==> src/rtl/mips_ctrl_pkg.sv <==
// mips_ctrl_pkg: shared constants and types for the MIPS pipeline control unit.
//   - opcode / func field values for the supported instruction subset
//   - ALU operation encodings carried in the control bundle
//   - control bundle layout (packed struct), its width and bit positions
//   - EX-stage forwarding select values
package mips_ctrl_pkg;

  localparam int unsigned CTRL_W = 12;
  localparam int unsigned OP_W   = 6;
  localparam int unsigned FUNC_W = 6;
  localparam int unsigned FWD_W  = 2;

  // Primary opcodes
  localparam logic [OP_W-1:0] OP_RTYPE = 6'h00;
  localparam logic [OP_W-1:0] OP_J     = 6'h02;
  localparam logic [OP_W-1:0] OP_JAL   = 6'h03;
  localparam logic [OP_W-1:0] OP_BEQ   = 6'h04;
  localparam logic [OP_W-1:0] OP_ADDI  = 6'h08;
  localparam logic [OP_W-1:0] OP_SLTI  = 6'h0A;
  localparam logic [OP_W-1:0] OP_LW    = 6'h23;
  localparam logic [OP_W-1:0] OP_SW    = 6'h2B;

  // R-type func codes; func 0 (sll) is treated as nop
  localparam logic [FUNC_W-1:0] FN_NOP = 6'h00;
  localparam logic [FUNC_W-1:0] FN_JR  = 6'h08;
  localparam logic [FUNC_W-1:0] FN_ADD = 6'h20;
  localparam logic [FUNC_W-1:0] FN_SUB = 6'h22;
  localparam logic [FUNC_W-1:0] FN_AND = 6'h24;
  localparam logic [FUNC_W-1:0] FN_OR  = 6'h25;
  localparam logic [FUNC_W-1:0] FN_SLT = 6'h2A;

  // ALU operation requested from the EX stage
  typedef enum logic [1:0] {
    ALU_ADD  = 2'd0,
    ALU_SUB  = 2'd1,
    ALU_FUNC = 2'd2,
    ALU_NOP  = 2'd3
  } alu_op_e;

  // Control bundle, MSB first
  typedef struct packed {
    logic    reg_dst;
    logic    jal;
    logic    reg_write;
    logic    slt;
    logic    alu_src;
    alu_op_e alu_op;
    logic    branch;
    logic    jump;
    logic    mem_read;
    logic    mem_write;
    logic    mem_to_reg;
  } ctrl_t;

  // Bit positions of the bundle fields when viewed as a flat vector
  localparam int unsigned B_REG_DST    = 11;
  localparam int unsigned B_JAL        = 10;
  localparam int unsigned B_REG_WRITE  = 9;
  localparam int unsigned B_SLT        = 8;
  localparam int unsigned B_ALU_SRC    = 7;
  localparam int unsigned B_ALU_OP_HI  = 6;
  localparam int unsigned B_ALU_OP_LO  = 5;
  localparam int unsigned B_BRANCH     = 4;
  localparam int unsigned B_JUMP       = 3;
  localparam int unsigned B_MEM_READ   = 2;
  localparam int unsigned B_MEM_WRITE  = 1;
  localparam int unsigned B_MEM_TO_REG = 0;

  localparam ctrl_t CTRL_BUBBLE = '0;

  // Forwarding selects for the EX operands
  localparam logic [FWD_W-1:0] FWD_RF  = 2'b00;
  localparam logic [FWD_W-1:0] FWD_WB  = 2'b01;
  localparam logic [FWD_W-1:0] FWD_MEM = 2'b10;

endpackage

==> src/rtl/ctrl_decoder.sv <==
// ctrl_decoder: combinational decode of the ID-stage instruction.
//   id_inst, id_valid  : instruction in IF/ID and its valid flag
//   ctrl_c             : control bundle (bubble for invalid/undecodable)
//   dst_c              : write destination (rd, link register or rt)
//   use_rs_c, use_rt_c : the instruction reads rs / rt
//   jr_c               : jr in ID, jump target comes from rs
//   illegal_c          : valid instruction that does not decode
module ctrl_decoder
  import mips_ctrl_pkg::*;
#(
  parameter int unsigned REG_AW   = 5,
  parameter int unsigned LINK_REG = 31
) (
  input  logic [31:0]       id_inst,
  input  logic              id_valid,
  output ctrl_t             ctrl_c,
  output logic [REG_AW-1:0] dst_c,
  output logic              use_rs_c,
  output logic              use_rt_c,
  output logic              jr_c,
  output logic              illegal_c
);

  logic [OP_W-1:0]   opcode;
  logic [FUNC_W-1:0] func;
  logic [REG_AW-1:0] rt;
  logic [REG_AW-1:0] rd;
  logic              legal;
  logic              unused_fields;

  assign opcode = id_inst[31:26];
  assign func   = id_inst[5:0];
  assign rt     = REG_AW'(id_inst[20:16]);
  assign rd     = REG_AW'(id_inst[15:11]);

  // rs is sliced by the top; shamt is never needed
  assign unused_fields = ^{id_inst[25:21], id_inst[10:6]};

  // Opcode/func decode; anything unrecognised collapses to a bubble
  always_comb begin
    ctrl_c    = CTRL_BUBBLE;
    dst_c     = '0;
    use_rs_c  = 1'b0;
    use_rt_c  = 1'b0;
    jr_c      = 1'b0;
    illegal_c = 1'b0;
    legal     = 1'b1;

    case (opcode)
      OP_RTYPE: begin
        dst_c = rd;
        case (func)
          FN_ADD, FN_SUB, FN_AND, FN_OR, FN_SLT: begin
            ctrl_c.reg_dst   = 1'b1;
            ctrl_c.reg_write = 1'b1;
            ctrl_c.slt       = (func == FN_SLT);
            ctrl_c.alu_op    = ALU_FUNC;
            use_rs_c         = 1'b1;
            use_rt_c         = 1'b1;
          end
          FN_JR: begin
            ctrl_c.jump   = 1'b1;
            ctrl_c.alu_op = ALU_FUNC;
            use_rs_c      = 1'b1;
            jr_c          = 1'b1;
          end
          FN_NOP: begin
            ctrl_c.alu_op = ALU_NOP;
          end
          default: legal = 1'b0;
        endcase
      end
      OP_ADDI: begin
        ctrl_c.reg_write = 1'b1;
        ctrl_c.alu_src   = 1'b1;
        ctrl_c.alu_op    = ALU_ADD;
        dst_c            = rt;
        use_rs_c         = 1'b1;
      end
      OP_SLTI: begin
        ctrl_c.reg_write = 1'b1;
        ctrl_c.alu_src   = 1'b1;
        ctrl_c.slt       = 1'b1;
        ctrl_c.alu_op    = ALU_SUB;
        dst_c            = rt;
        use_rs_c         = 1'b1;
      end
      OP_LW: begin
        ctrl_c.reg_write  = 1'b1;
        ctrl_c.alu_src    = 1'b1;
        ctrl_c.alu_op     = ALU_ADD;
        ctrl_c.mem_read   = 1'b1;
        ctrl_c.mem_to_reg = 1'b1;
        dst_c             = rt;
        use_rs_c          = 1'b1;
      end
      OP_SW: begin
        ctrl_c.alu_src   = 1'b1;
        ctrl_c.alu_op    = ALU_ADD;
        ctrl_c.mem_write = 1'b1;
        dst_c            = rt;
        use_rs_c         = 1'b1;
        use_rt_c         = 1'b1;
      end
      OP_BEQ: begin
        ctrl_c.branch = 1'b1;
        ctrl_c.alu_op = ALU_SUB;
        dst_c         = rt;
        use_rs_c      = 1'b1;
        use_rt_c      = 1'b1;
      end
      OP_J: begin
        ctrl_c.jump   = 1'b1;
        ctrl_c.alu_op = ALU_NOP;
        dst_c         = rt;
      end
      OP_JAL: begin
        ctrl_c.jump      = 1'b1;
        ctrl_c.jal       = 1'b1;
        ctrl_c.reg_write = 1'b1;
        ctrl_c.alu_op    = ALU_NOP;
        dst_c            = REG_AW'(LINK_REG);
      end
      default: legal = 1'b0;
    endcase

    // Invalid or undecodable slots become a bubble with dst 0
    if (!id_valid || !legal) begin
      ctrl_c   = CTRL_BUBBLE;
      dst_c    = '0;
      use_rs_c = 1'b0;
      use_rt_c = 1'b0;
      jr_c     = 1'b0;
    end
    illegal_c = id_valid && !legal;
  end

endmodule

==> src/rtl/pipe_control_unit.sv <==
// pipe_control_unit: control path of the 5-stage MIPS pipeline.
//   clk, rst_n             : clock, async active-low reset
//   id_inst, id_valid      : instruction in IF/ID
//   ex_br_taken            : BEQ in EX resolved taken
//   id_jump, id_jr         : PC mux selects for J/JAL/JR (combinational)
//   pc_hold, ifid_hold     : freeze PC and IF/ID on a hazard (combinational)
//   ifid_flush             : zero IF/ID on the next edge (combinational)
//   ex_ctrl/mem_ctrl/wb_ctrl : control bundle per stage register
//   ex_rs, ex_rt           : sources of the EX instruction (0 when unused)
//   mem_dst, wb_dst        : write destinations in MEM and WB
//   fwd_a, fwd_b           : EX operand forwarding selects
//   illegal                : sticky undecodable-instruction flag
module pipe_control_unit
  import mips_ctrl_pkg::*;
#(
  parameter int unsigned REG_AW   = 5,
  parameter int unsigned LINK_REG = 31,
  parameter int unsigned FWD_EN   = 1
) (
  input  logic              clk,
  input  logic              rst_n,
  input  logic [31:0]       id_inst,
  input  logic              id_valid,
  input  logic              ex_br_taken,
  output logic              id_jump,
  output logic              id_jr,
  output logic              pc_hold,
  output logic              ifid_hold,
  output logic              ifid_flush,
  output ctrl_t             ex_ctrl,
  output ctrl_t             mem_ctrl,
  output ctrl_t             wb_ctrl,
  output logic [REG_AW-1:0] ex_rs,
  output logic [REG_AW-1:0] ex_rt,
  output logic [REG_AW-1:0] mem_dst,
  output logic [REG_AW-1:0] wb_dst,
  output logic [FWD_W-1:0]  fwd_a,
  output logic [FWD_W-1:0]  fwd_b,
  output logic              illegal
);

  ctrl_t             dec_ctrl;
  logic [REG_AW-1:0] dec_dst;
  logic              dec_use_rs;
  logic              dec_use_rt;
  logic              dec_jr;
  logic              dec_illegal;
  logic [REG_AW-1:0] id_rs;
  logic [REG_AW-1:0] id_rt;
  logic [REG_AW-1:0] ex_dst;

  logic load_use_c;
  logic jr_stall_c;
  logic raw_stall_c;
  logic stall_c;
  logic bubble_c;

  assign id_rs = REG_AW'(id_inst[25:21]);
  assign id_rt = REG_AW'(id_inst[20:16]);

  ctrl_decoder #(
    .REG_AW   (REG_AW),
    .LINK_REG (LINK_REG)
  ) u_dec (
    .id_inst   (id_inst),
    .id_valid  (id_valid),
    .ctrl_c    (dec_ctrl),
    .dst_c     (dec_dst),
    .use_rs_c  (dec_use_rs),
    .use_rt_c  (dec_use_rt),
    .jr_c      (dec_jr),
    .illegal_c (dec_illegal)
  );

  // A stage produces src when it writes a non-zero register equal to src
  function automatic logic hit(input logic wr, input logic [REG_AW-1:0] dst,
                               input logic [REG_AW-1:0] src);
    return wr && (dst != '0) && (dst == src);
  endfunction

  // Hazard detection and ID-stage pipeline steering
  always_comb begin
    load_use_c  = ex_ctrl.mem_read &&
                  ((dec_use_rs && hit(1'b1, ex_dst, id_rs)) ||
                   (dec_use_rt && hit(1'b1, ex_dst, id_rt)));
    // jr reads rs in ID, before any forwarding path exists
    jr_stall_c  = dec_jr &&
                  (hit(ex_ctrl.reg_write, ex_dst, id_rs) ||
                   hit(mem_ctrl.reg_write, mem_dst, id_rs));
    raw_stall_c = 1'b0;
    if (FWD_EN == 32'd0) begin
      raw_stall_c = (dec_use_rs && (hit(ex_ctrl.reg_write, ex_dst, id_rs) ||
                                    hit(mem_ctrl.reg_write, mem_dst, id_rs))) ||
                    (dec_use_rt && (hit(ex_ctrl.reg_write, ex_dst, id_rt) ||
                                    hit(mem_ctrl.reg_write, mem_dst, id_rt)));
    end
    // A taken branch kills the ID instruction, so it overrides any stall
    stall_c    = (load_use_c || jr_stall_c || raw_stall_c) && !ex_br_taken;
    id_jump    = dec_ctrl.jump && !stall_c && !ex_br_taken;
    id_jr      = dec_jr;
    pc_hold    = stall_c;
    ifid_hold  = stall_c;
    ifid_flush = ex_br_taken || id_jump;
    bubble_c   = ex_br_taken || stall_c;
  end

  // Stage registers: ID/EX may take a bubble, EX/MEM and MEM/WB always advance
  always_ff @(posedge clk or negedge rst_n) begin
    if (!rst_n) begin
      ex_ctrl  <= CTRL_BUBBLE;
      ex_dst   <= '0;
      ex_rs    <= '0;
      ex_rt    <= '0;
      mem_ctrl <= CTRL_BUBBLE;
      mem_dst  <= '0;
      wb_ctrl  <= CTRL_BUBBLE;
      wb_dst   <= '0;
      illegal  <= 1'b0;
    end else begin
      if (bubble_c) begin
        ex_ctrl <= CTRL_BUBBLE;
        ex_dst  <= '0;
        ex_rs   <= '0;
        ex_rt   <= '0;
      end else begin
        ex_ctrl <= dec_ctrl;
        ex_dst  <= dec_dst;
        // Unused source fields are zeroed so they never select a forward
        ex_rs   <= dec_use_rs ? id_rs : '0;
        ex_rt   <= dec_use_rt ? id_rt : '0;
      end
      mem_ctrl <= ex_ctrl;
      mem_dst  <= ex_dst;
      wb_ctrl  <= mem_ctrl;
      wb_dst   <= mem_dst;
      if (dec_illegal) begin
        illegal <= 1'b1;
      end
    end
  end

  // EX operand forwarding: the younger MEM result wins over WB
  always_comb begin
    fwd_a = FWD_RF;
    fwd_b = FWD_RF;
    if (FWD_EN != 32'd0) begin
      if (hit(mem_ctrl.reg_write, mem_dst, ex_rs)) begin
        fwd_a = FWD_MEM;
      end else if (hit(wb_ctrl.reg_write, wb_dst, ex_rs)) begin
        fwd_a = FWD_WB;
      end
      if (hit(mem_ctrl.reg_write, mem_dst, ex_rt)) begin
        fwd_b = FWD_MEM;
      end else if (hit(wb_ctrl.reg_write, wb_dst, ex_rt)) begin
        fwd_b = FWD_WB;
      end
    end
  end

endmodule

==> config.mk <==
export PLATFORM = sky130hd
export DESIGN_NAME = pipe_control_unit
export DESIGN_NICKNAME = d
export VERILOG_FILES = /design/src/rtl/mips_ctrl_pkg.sv /design/src/rtl/ctrl_decoder.sv /design/src/rtl/pipe_control_unit.sv
export SDC_FILE = /design/constraint.sdc
export NUM_CORES = 1
export LEC_CHECK = 0
export CAP_MARGIN = 40
export CORE_AREA = 2 2 97 99
export DETAILED_ROUTE_END_ITERATION = 16
export DIE_AREA = 0 0 99 101
export PLACE_DENSITY = 0.56
export SLEW_MARGIN = 30
export SYNTH_ARGS = -nofsm -noshare
export SYNTH_HDL_FRONTEND = slang
export SYNTH_SLANG_ARGS = --single-unit
==> constraint.sdc <==
create_clock -name clk -period 7.4 [get_ports clk]
set_input_delay 1.48 -clock clk [delete_from_list [all_inputs] [get_ports clk]]
set_output_delay 1.48 -clock clk [all_outputs]
set_load 0.05 [all_outputs]
==> Word-level counts from Yosys, hierarchy flattened <==
Cells that the tools add are included.
{ "word_totals": {"reg_bits": 62, "latch_bits": 0, "ram_bits": 0, "rom_bits": 0, "in_bits": 36, "out_inout_bits": 66, "word_cells": 140, "n_memories": 0} }
{ "op_classes": {"addsub": 0, "multipliers": 0, "n_div": 0, "magnitude_cmp": 0, "eq_ne": 20, "n_shift": 0, "muxes": 36, "bitwise": 0, "n_reduce_logical": 45} }
{ "ops": {"columns": ["cell", "count"], "rows": [
  ["$eq 6x6->1 const B", 7],
  ["$eq 5x5->1", 7],
  ["$mux 5", 6],
  ["$mux 12", 2],
  ["$logic_and 1x1->1", 19],
  ["$eq 6x4->1 const B", 3],
  ["$mux 1", 16],
  ["$pmux 5 s3", 1],
  ["$reduce_bool 5->1", 3],
  ["$reduce_or 7->1", 2],
  ["$eq 6x2->1 const B", 2],
  ["$logic_not 6->1", 2],
  ["$pmux 1 s2", 6],
  ["$reduce_or 6->1", 2],
  ["$reduce_or 5->1", 2],
  ["$reduce_or 4->1", 2],
  ["$eq 6x3->1 const B", 1],
  ["$logic_or 1x1->1", 6],
  ["$mux 2", 3],
  ["$pmux 2 s3", 1],
  ["$reduce_or 2->1", 3],
  ["$logic_not 1->1", 4],
  ["$pmux 2 s2", 1]
]} }

==> Longest topological paths before layout <==
Gate-level depths: netlist (run 1).
{ "depth": {"ltp_word": 16, "ltp_mapped": 8, "depth_no_buf": 6} }

==> Cells and area by module <==
A second synthesis (run 1) with hierarchy kept.
{ "unflattened": {"hier_cells": 266, "hier_area_um2": 2991.6} }
{ "by_module_without_submodules": {"columns": ["mod", "instances", "cells_each", "area_per_inst_um2", "seq_area_each_um2"], "rows": [
  ["pipe_control_unit", 1, 175, 2382.3, 1551.5],
  ["ctrl_decoder", 1, 91, 609.3, 0.0]
]} }

==> Worst setup path after synthesis (run 1) <==
Ideal clock, no wire load.
{ "synth_timing": {"path_kind": "input-to-output", "startpoint": "input id_inst[29]", "endpoint": "output id_jump", "arrival_time_ns": 3.998, "t_required_ns": 5.920, "slack_ns": 1.922, "path_stages": 8, "n_path_buf": 2, "cell_sequence": "buf_2 > or3b_4 > a211o_1 > a21o_1 > nand4bb_2 > o221ai_4 > buf_6 > nor3_1"} }
{ "synth_between": {"elab_chain_len": 14, "word_cells_on_any_way": 33, "cone_classes": "eq/ne: 7; mux: 9; reduce/logical: 17"} }
{ "synth_rtl": {"columns": ["item", "line_no", "source"], "rows": [
  ["start: declaration", "pipe_control_unit.sv:22", "input logic [31:0] id_inst,"],
  ["$eq 6x2->1, or another cell as far along", "ctrl_decoder.sv:49", "case (opcode)"],
  ["$reduce_or 7->1 (no source line)", null, null],
  ["$pmux 1 s2", "ctrl_decoder.sv:49", null],
  ["$logic_not 1->1", "ctrl_decoder.sv:128", "if (!id_valid || !legal) begin"],
  ["$logic_or 1x1->1", "ctrl_decoder.sv:128", null],
  ["$mux 1", "ctrl_decoder.sv:128", null],
  ["$logic_and 1x1->1 (on tied branches)", "pipe_control_unit.sv:84, pipe_control_unit.sv:85", null],
  ["$logic_or 1x1->1", "pipe_control_unit.sv:84", "((dec_use_rs && hit(1'b1, ex_dst, id_rs)) ||"],
  ["$logic_and 1x1->1", "pipe_control_unit.sv:83", "load_use_c = ex_ctrl.mem_read &&"],
  ["$logic_or 1x1->1", "pipe_control_unit.sv:98", "stall_c = (load_use_c || jr_stall_c || raw_stall_c) && !ex_br_taken;"],
  ["$logic_and 1x1->1", "pipe_control_unit.sv:98", null],
  ["$logic_not 1->1", "pipe_control_unit.sv:99", "id_jump = dec_ctrl.jump && !stall_c && !ex_br_taken;"],
  ["$logic_and 1x1->1 * (2 in series)", "pipe_control_unit.sv:99", null],
  ["end: declaration", "pipe_control_unit.sv:25", "output logic id_jump,"]
]} }
Mark *: on every way between the ends. The rest lies on a longest branch, timed or not.

==> Worst setup path after layout (run 1) <==
{ "layout_timing": {"startpoint": "input id_inst[26]", "endpoint": "output ifid_flush"} }
{ "layout_between": {"elab_chain_len": 15, "word_cells_on_any_way": 34, "cone_classes": "eq/ne: 7; mux: 9; reduce/logical: 18"} }
{ "layout_rtl": {"columns": ["item", "line_no", "source"], "rows": [
  ["$eq 6x2->1, or another cell as far along", "ctrl_decoder.sv:49", null],
  ["$reduce_or 7->1 (no source line)", null, null],
  ["$pmux 1 s2", "ctrl_decoder.sv:49", null],
  ["$logic_not 1->1", "ctrl_decoder.sv:128", null],
  ["$logic_or 1x1->1", "ctrl_decoder.sv:128", null],
  ["$mux 1", "ctrl_decoder.sv:128", null],
  ["$logic_and 1x1->1 (on tied branches)", "pipe_control_unit.sv:84, pipe_control_unit.sv:85", null],
  ["$logic_or 1x1->1", "pipe_control_unit.sv:84", null],
  ["$logic_and 1x1->1", "pipe_control_unit.sv:83", null],
  ["$logic_or 1x1->1", "pipe_control_unit.sv:98", null],
  ["$logic_and 1x1->1", "pipe_control_unit.sv:98", null],
  ["$logic_not 1->1", "pipe_control_unit.sv:99", null],
  ["$logic_and 1x1->1 * (2 in series)", "pipe_control_unit.sv:99", null],
  ["$logic_or 1x1->1 *", "pipe_control_unit.sv:103", "ifid_flush = ex_br_taken || id_jump;"],
  ["end: declaration", "pipe_control_unit.sv:29", "output logic ifid_flush,"]
]} }
Marked as above.

==> results by group, run 1 <==
Status
  • Status: complete, no violations

Clocking
  • CTS sink cnt: 59
  • Total CTS buffers: 9
  • H-Tree Depth: 3
  • Post-cts gate resize count: 0
  • CTS hold repair buffers: 0
  • Clock slew at reported path FFs: 0.07 ns
  • Clock tree from TritonCTS: done
  • Clk root buf: clkbuf_8
  • Worst-Skew Late Latency: 0.34 ns
  • Clock Tree Buf Depth: 2
  • Postcts setup bufs: 0

STA
  • RSZ-0062 raised after global routing: no
  • Final Cycle Share: 84.6%
  • Max Slew Vio Count: 0
  • Hold WS: between 0.3 and 0.4 ns
  • Worst Skew: slightly below 0.008 ns
  • Worst slew pin tran: ~0.75 ns
  • Crit path time final: 6.26 ns
  • Max_slew headroom: approximately 50%
  • Max Freq: about 0.16 GHz
  • Setup TNS Final: 0 ns
  • Hold Violations, Final: 0
  • Final number of setup-violating endpoints: 0

Layout
  • Area growth from synthesis to layout: 45.5%
  • Fillers: 867
  • Storage cell area: 1480 µm²
  • Multi-input gate area in the final layout: 1110 µm²
  • Post-layout nets: 378
  • Non-Filler Instances: 458
  • Ant diodes: 0
  • Post-layout util: 44.1%
  • Commonest non-fill, non-tap cell in the layout: clkdlybuf4s50_1
  • Most frequent cells in the layout: clkdlybuf4s50_1 (95), dfrtp_1 (59), nor3_1 (24)
  • Share of cells above drive strength 1: 8.07%

Worst setup path
  • Worst EP required: 5.92 ns
  • Startpoint type of the worst setup path: input pin
  • Critical Setup Path Class: input pin to primary output
  • CP arrival: between 4 and 5 ns
  • R2r setup slk: about 4.9 ns
  • Crit-path max FO: 22
  • Reg-to-reg critical path endpoint: ex_rt[3]
  • Critical Path Sink: ifid_flush
  • R2r startpoint: mem_dst[1]
  • CP Capture Type: primary output
  • Cell depth of the worst flop-to-flop path: 6
  • CP Launch Point: id_inst[26]

Power and ir drop
  • Power Density: 175 nW/µm²
  • Max VDD drop: 0.0000663 V
  • LEAKAGE: 1.71 nW

Synthesis
  • Top cell type's share of synthesized area: 54.3%
  • Netlist Area Pre-Place: 2720 µm²
  • Number of enable flip-flop cells after synthesis: 0
  • Yosys warns: 0
  • Library cells used by synthesis: 48
  • Synth Instances: approximately 250
  • Sequential area share after synthesis: ~54%
  • Ys flop type: dfrtp_1
  • Net count after synthesis: 282
  • Seq cells post-synth: between 50 and 60
  • Asr flop ratio synth: 100%
  • Largest area contributor in the netlist: dfrtp_1
  • Syn_area_per_cell: ~11 µm²
  • Area contributors post-synth: dfrtp_1 (54%), xor2_1 (5.8%), xnor2_1 (5.5%), nor3_1 (4.4%), nand2_1 (2.5%)

GRT
  • Total track usage: 14.4%
  • Largest net degree at the start of global routing: 60
  • Global-route wire length before repair: 11100 µm
  • Initial antenna violation count: 0
  • Vias in the first global route: 2072
  • Overflow after GRT: 0

Drt
  • Vias: roughly 2200
  • 1st-iter DRT viols: 144
  • Wire per inst: 14.9 µm
  • DR vias/cell: 4.74
  • Routed Antenna Nets: 0
  • Drt first pass iters: 4
  • DRC Markers: 0
  • Post-Route WL: slightly below 7000 µm

Die
  • Die H: 101 µm
  • Initial Util: 30.3%
  • Core area: 8980 µm²
  • Site Rows: 35
  • Die ar.: 10000 µm²
  • IO Count: 102
  • Die boundary width: between 90 and 100 µm

Placement
  • GP Congestion: 0.878
  • Post-DP HPWL: roughly 5200 µm
  • Placed cells: 442
  • Buffers added on ports: 96

Run
  • Max Cap Violations: 0

Min path
  • Min-Delay Path Class: flop to flop
==> metrics by stage <==
stage	setup WS [ns]	area, µm²	power, mW
after detailed placement	1.14	3740	0.389
final	1.14	3960	0.693
after floorplan	1.92	2720	0.358
after CTS	1.15	3960	0.700
after global placement	1.14	3740	0.389
after global routing	0.897	3960	0.722
==> critical path, stage by stage <==
cell and delay (ns):
clkdlybuf4s50_1 0.75, or3_1 0.24, o32a_1 0.19, o31ai_2 0.13, a41oi_1 0.44, o221ai_4 0.36, o31ai_1 0.31, clkdlybuf4s50_1 0.86
==> sequential cells by signal (all words and copies together) (netlist names) <==
signal / flops
ex_rs: 5
mem_dst: 5
mem_ctrl: 11
illegal: 1
ex_ctrl: 11
wb_dst: 5
wb_ctrl: 11
ex_dst: 5
ex_rt: 5
==> cell type report <==
| cell class | count | area share, % |
|---|---|---|
| sequential | 59 | 37.3 |
| multi-input combinational | 163 | 28.2 |
| timing repair buffer | 98 | 24.5 |
| clock buffer | 13 | 4.27 |
| tap | 111 | 3.51 |
| clock inverter | 3 | 1.14 |
| inverter | 11 | 1.04 |
==> metal layers <==
layer,global-route usage [%],share of wire [%]
met5,0,0
met4,6.32,1.5
met3,3.54,5.4
met2,21.7,47
met1,19.8,46
==> synth_stat cells, drive strengths merged, types with 4 or more instances <==
master  number
nor3        25
nor4        10
or4          5
nor2        16
dfrtp       59
xnor2       17
buf         10
o21ai        4
inv         11
nand3        6
a222oi       5
nand2       18
xor2        18
==> power breakdown <==
| group | internal, mW | total (mW) | switching [mW] |
|---|---|---|---|
| Sequential | 0.323 | 0.324 | 0.000699 |
| Combinational | 0.0253 | 0.0589 | 0.0336 |
| Clock | 0.183 | 0.310 | 0.127 |
==> cell families (layout without fill, tap and decap cells) <==
| kind of cell | Yosys count | in the layout | synth area share [%] |
|---|---|---|---|
| AO/OA/AOI/OAI | 28 | 28 | 8.84 |
| XOR/XNOR | 35 | 35 | 11.3 |
| buffers and inverters | 24 | 125 | 4.70 |
| flip-flops | 59 | 59 | 54.3 |
| multiplexers | 1 | 1 | 0.368 |
| AND/OR/NAND/NOR | 99 | 99 | 20.5 |
==> how the worst min path moves through the flow <==
stage / startpoint / to / slack (ns) / cells after the start
2_1_floorplan: ex_dst[2] / mem_dst[2] / 0.43 / 0
3_3_place_gp: mem_ctrl[4] / wb_ctrl[4] / 0.36 / 0
3_5_place_dp: mem_ctrl[3] / wb_ctrl[3] / 0.36 / 0
4_1_cts: ex_ctrl[7] / mem_ctrl[7] / 0.37 / 0
5_1_grt: ex_ctrl[11] / mem_ctrl[11] / 0.39 / 0
6_report: ex_ctrl[7] / mem_ctrl[7] / 0.37 / 0
Note: power is estimated with default switching activity, not from simulation.
==> inputs of run 2 (changes only) <==
--- a/config.mk
+++ b/config.mk
@@ -9,7 +9,7 @@
 export CORE_AREA = 2 2 97 99
 export DETAILED_ROUTE_END_ITERATION = 16
 export DIE_AREA = 0 0 99 101
-export PLACE_DENSITY = 0.56
+export PLACE_DENSITY = 0.58
 export SLEW_MARGIN = 30
 export SYNTH_ARGS = -nofsm -noshare
 export SYNTH_HDL_FRONTEND = slang
==> constraint.sdc (replaced) <==
create_clock -name clk -period 5.3 [get_ports clk]
set_input_delay 1.06 -clock clk [delete_from_list [all_inputs] [get_ports clk]]
set_output_delay 1.06 -clock clk [all_outputs]
set_load 0.05 [all_outputs]
==> results by group, run 2 (same netlist as run 1, synthesis figures left out) <==
GRT
  • Initial antenna violation count: 0
  • Gr busiest metal: met2
  • Global-route wire length before repair: 11400 µm
  • Largest net degree at the start of global routing: 60
  • Total track usage: 14.8%
  • Met2 usage: 23.4%
  • Grt met1 use: between 10% and 20%
  • Met3 Use GR: 2.98%
  • Overflow after GRT: 0
  • Vias in the first global route: 2214

Worst setup path
  • Critical path's slowest cell: clkdlybuf4s50_1
  • Startpoint type of the worst setup path: input pin
  • Buf+Inv Stages, Crit Path: 2
  • Top delay family on crit path: compound AO/OA/AOI/OAI gates
  • Worst EP required: 4.24 ns
  • Crit-path max FO: 10
  • Worst stage delay on the critical path: 0.68 ns
  • CP arrival: 3.72 ns
  • Worst path cell trace: clkdlybuf4s50_1 > or3b_4 > a211o_1 > a21o_1 > nand4bb_2 > o221ai_4 > o31ai_1 > buf_12
  • Critical Setup Path Class: input pin to primary output
  • CP Capture Type: primary output

STA
  • Setup TNS Final: 0 ns
  • Final Cycle Share: about nine tenths
  • RSZ-0062 raised after global routing: no
  • Max Freq: around 0.21 GHz
  • Hold Violations, Final: 0
  • Worst slew pin tran: 0.777 ns
  • Max Slew Vio Count: 0
  • Final number of setup-violating endpoints: 0
  • Max_slew headroom: 48.1%
  • Final setup margin: between 0.5 and 0.6 ns
  • Crit path time final: around 4.8 ns
  • Worst Skew: 0.00832 ns

Die
  • Die boundary width: roughly 99 µm
  • Die H: 101 µm
  • Die ar.: between 9000 and 10000 µm²
  • IO Count: 102
  • Core area: about 9000 µm²
  • Site Rows: 35
  • Initial Util: 30.3%

Drt
  • DR vias/cell: 4.89
  • Wire per inst: about 15 µm
  • Post-Route WL: 6980 µm
  • Vias: 2250
  • DRC Markers: 0
  • Drt first pass iters: 7
  • 1st-iter DRT viols: about 120
  • Routed Antenna Nets: 0

Clocking
  • CTS sink cnt: about 60
  • Clock tree from TritonCTS: done
  • Clock slew at reported path FFs: 0.06 ns
  • Clock Tree Buf Depth: 2
  • Clk root buf: clkbuf_8
  • Worst-Skew Late Latency: between 0.3 and 0.4 ns
  • H-Tree Depth: 3
  • Total CTS buffers: 9
  • Post-cts gate resize count: 0
  • Postcts setup bufs: 0
  • CTS hold repair buffers: 0

Layout
  • Post-layout nets: 380
  • Commonest non-fill, non-tap cell in the layout: clkdlybuf4s50_1
  • Most frequent cells in the layout: clkdlybuf4s50_1 (91), dfrtp_1 (59), nor3_1 (24)
  • Share of cells above drive strength 1: 8.88%
  • Cell area after layout: 3960 µm²
  • Biggest regs: ex_ctrl x11, mem_ctrl x11, wb_ctrl x11
  • Ant diodes: 0
  • Area growth from synthesis to layout: 45.7%

Placement
  • Post-DP HPWL: around 5400 µm
  • Buffers added on ports: 96
  • Place WS: 0.573 ns
  • GP Congestion: 0.843
  • Post-Place Cell Area: 3770 µm²

Min path
  • Min-Delay Path Class: flop to flop

Power and ir drop
  • Max VDD drop: 0.0000942 V
  • Power Density: ~230 nW/µm²
  • LEAKAGE: 1.72 nW

Status
  • Status: complete, no violations

Run
  • Max Cap Violations: 0
-- run 2: changes by cell type in the layout (fill, tap and decap cells not counted) --
cell,change
buf_12,+2
buf_4,+4
clkbuf_1,+3
clkbuf_8,-2
clkdlybuf4s50_1,-4
clkinv_2,+1
clkinvlp_4,-2
-- run 2: worst reg2reg max path: stages (launching register included) --
cell and delay (ns):
dfrtp_1 0.46, or4_1 0.54, o21ai_1 0.27, nor4_1 0.15
a31oi_2 0.32, o221ai_4 0.21, buf_4 0.25, nor3_1 0.26
-- run 2: where the power goes --
| part | switching, mW | internal, mW | total (mW) |
|---|---|---|---|
| Combinational | 0.0482 | 0.0372 | 0.0854 |
| Clock | 0.156 | 0.230 | 0.386 |
| Sequential | 0.000981 | 0.451 | 0.452 |
| Total | 0.205 | 0.719 | 0.924 |
-- run 2: layout make-up --
cell class                      instances  area, µm²
Multi-Input combinational cell        163       1110
Clock inverter                          2       35.0
Timing Repair Buffer                  100       1000
Tap cell                              111        139
Clock buffer                           14        153
Fill cell                             847       5020
Sequential cell                        59       1480
Inverter                               11       41.3
-- run 2: worst paths after layout --
check / startpoint / to / slack [ns] / depth (start not counted)
max in group asynchronous: rst_n / ex_dst[4] / 3.94 / 2
min: ex_ctrl[7] / mem_ctrl[7] / 0.36 / 0
min in group asynchronous: rst_n / mem_ctrl[4] / 0.86 / 2
max: id_inst[28] / ifid_flush / 0.52 / 8
max reg2reg: mem_dst[1] / ex_rt[4] / 2.74 / 7
min reg2reg: ex_ctrl[7] / mem_ctrl[7] / 0.36 / 0
-- run 2: layer usage --
layer	share of wire (%)	vias up	routed length, µm
met5	0	-	0
li1	-	1068	-
met2	49	89	3400
met1	43	1084	3030
met3	5.8	9	408
met4	1.9	0	134
-- run 2: metrics by stage --
step	hold slack, ns	util (%)	power (mW)	std cells
finish	0.363	44.1	0.924	460
global route	0.371	44.1	0.971	460
CTS	0.366	44.1	0.939	460
detailed placement	0.361	42.0	0.546	444
global placement	0.357	42.0	0.545	444
floorplan	0.429	-	0.499	246
==> inputs of run 3 (changes only) <==
--- a/config.mk
+++ b/config.mk
@@ -5,6 +5,7 @@
 export SDC_FILE = /design/constraint.sdc
 export NUM_CORES = 1
 export LEC_CHECK = 0
+export ABC_CLOCK_PERIOD_IN_PS = 5300
 export CAP_MARGIN = 40
 export CORE_AREA = 2 2 97 99
 export DETAILED_ROUTE_END_ITERATION = 16
==> results of run 3 <==
Same layout as run 2: the final DEF is identical, and so are final timing and power.
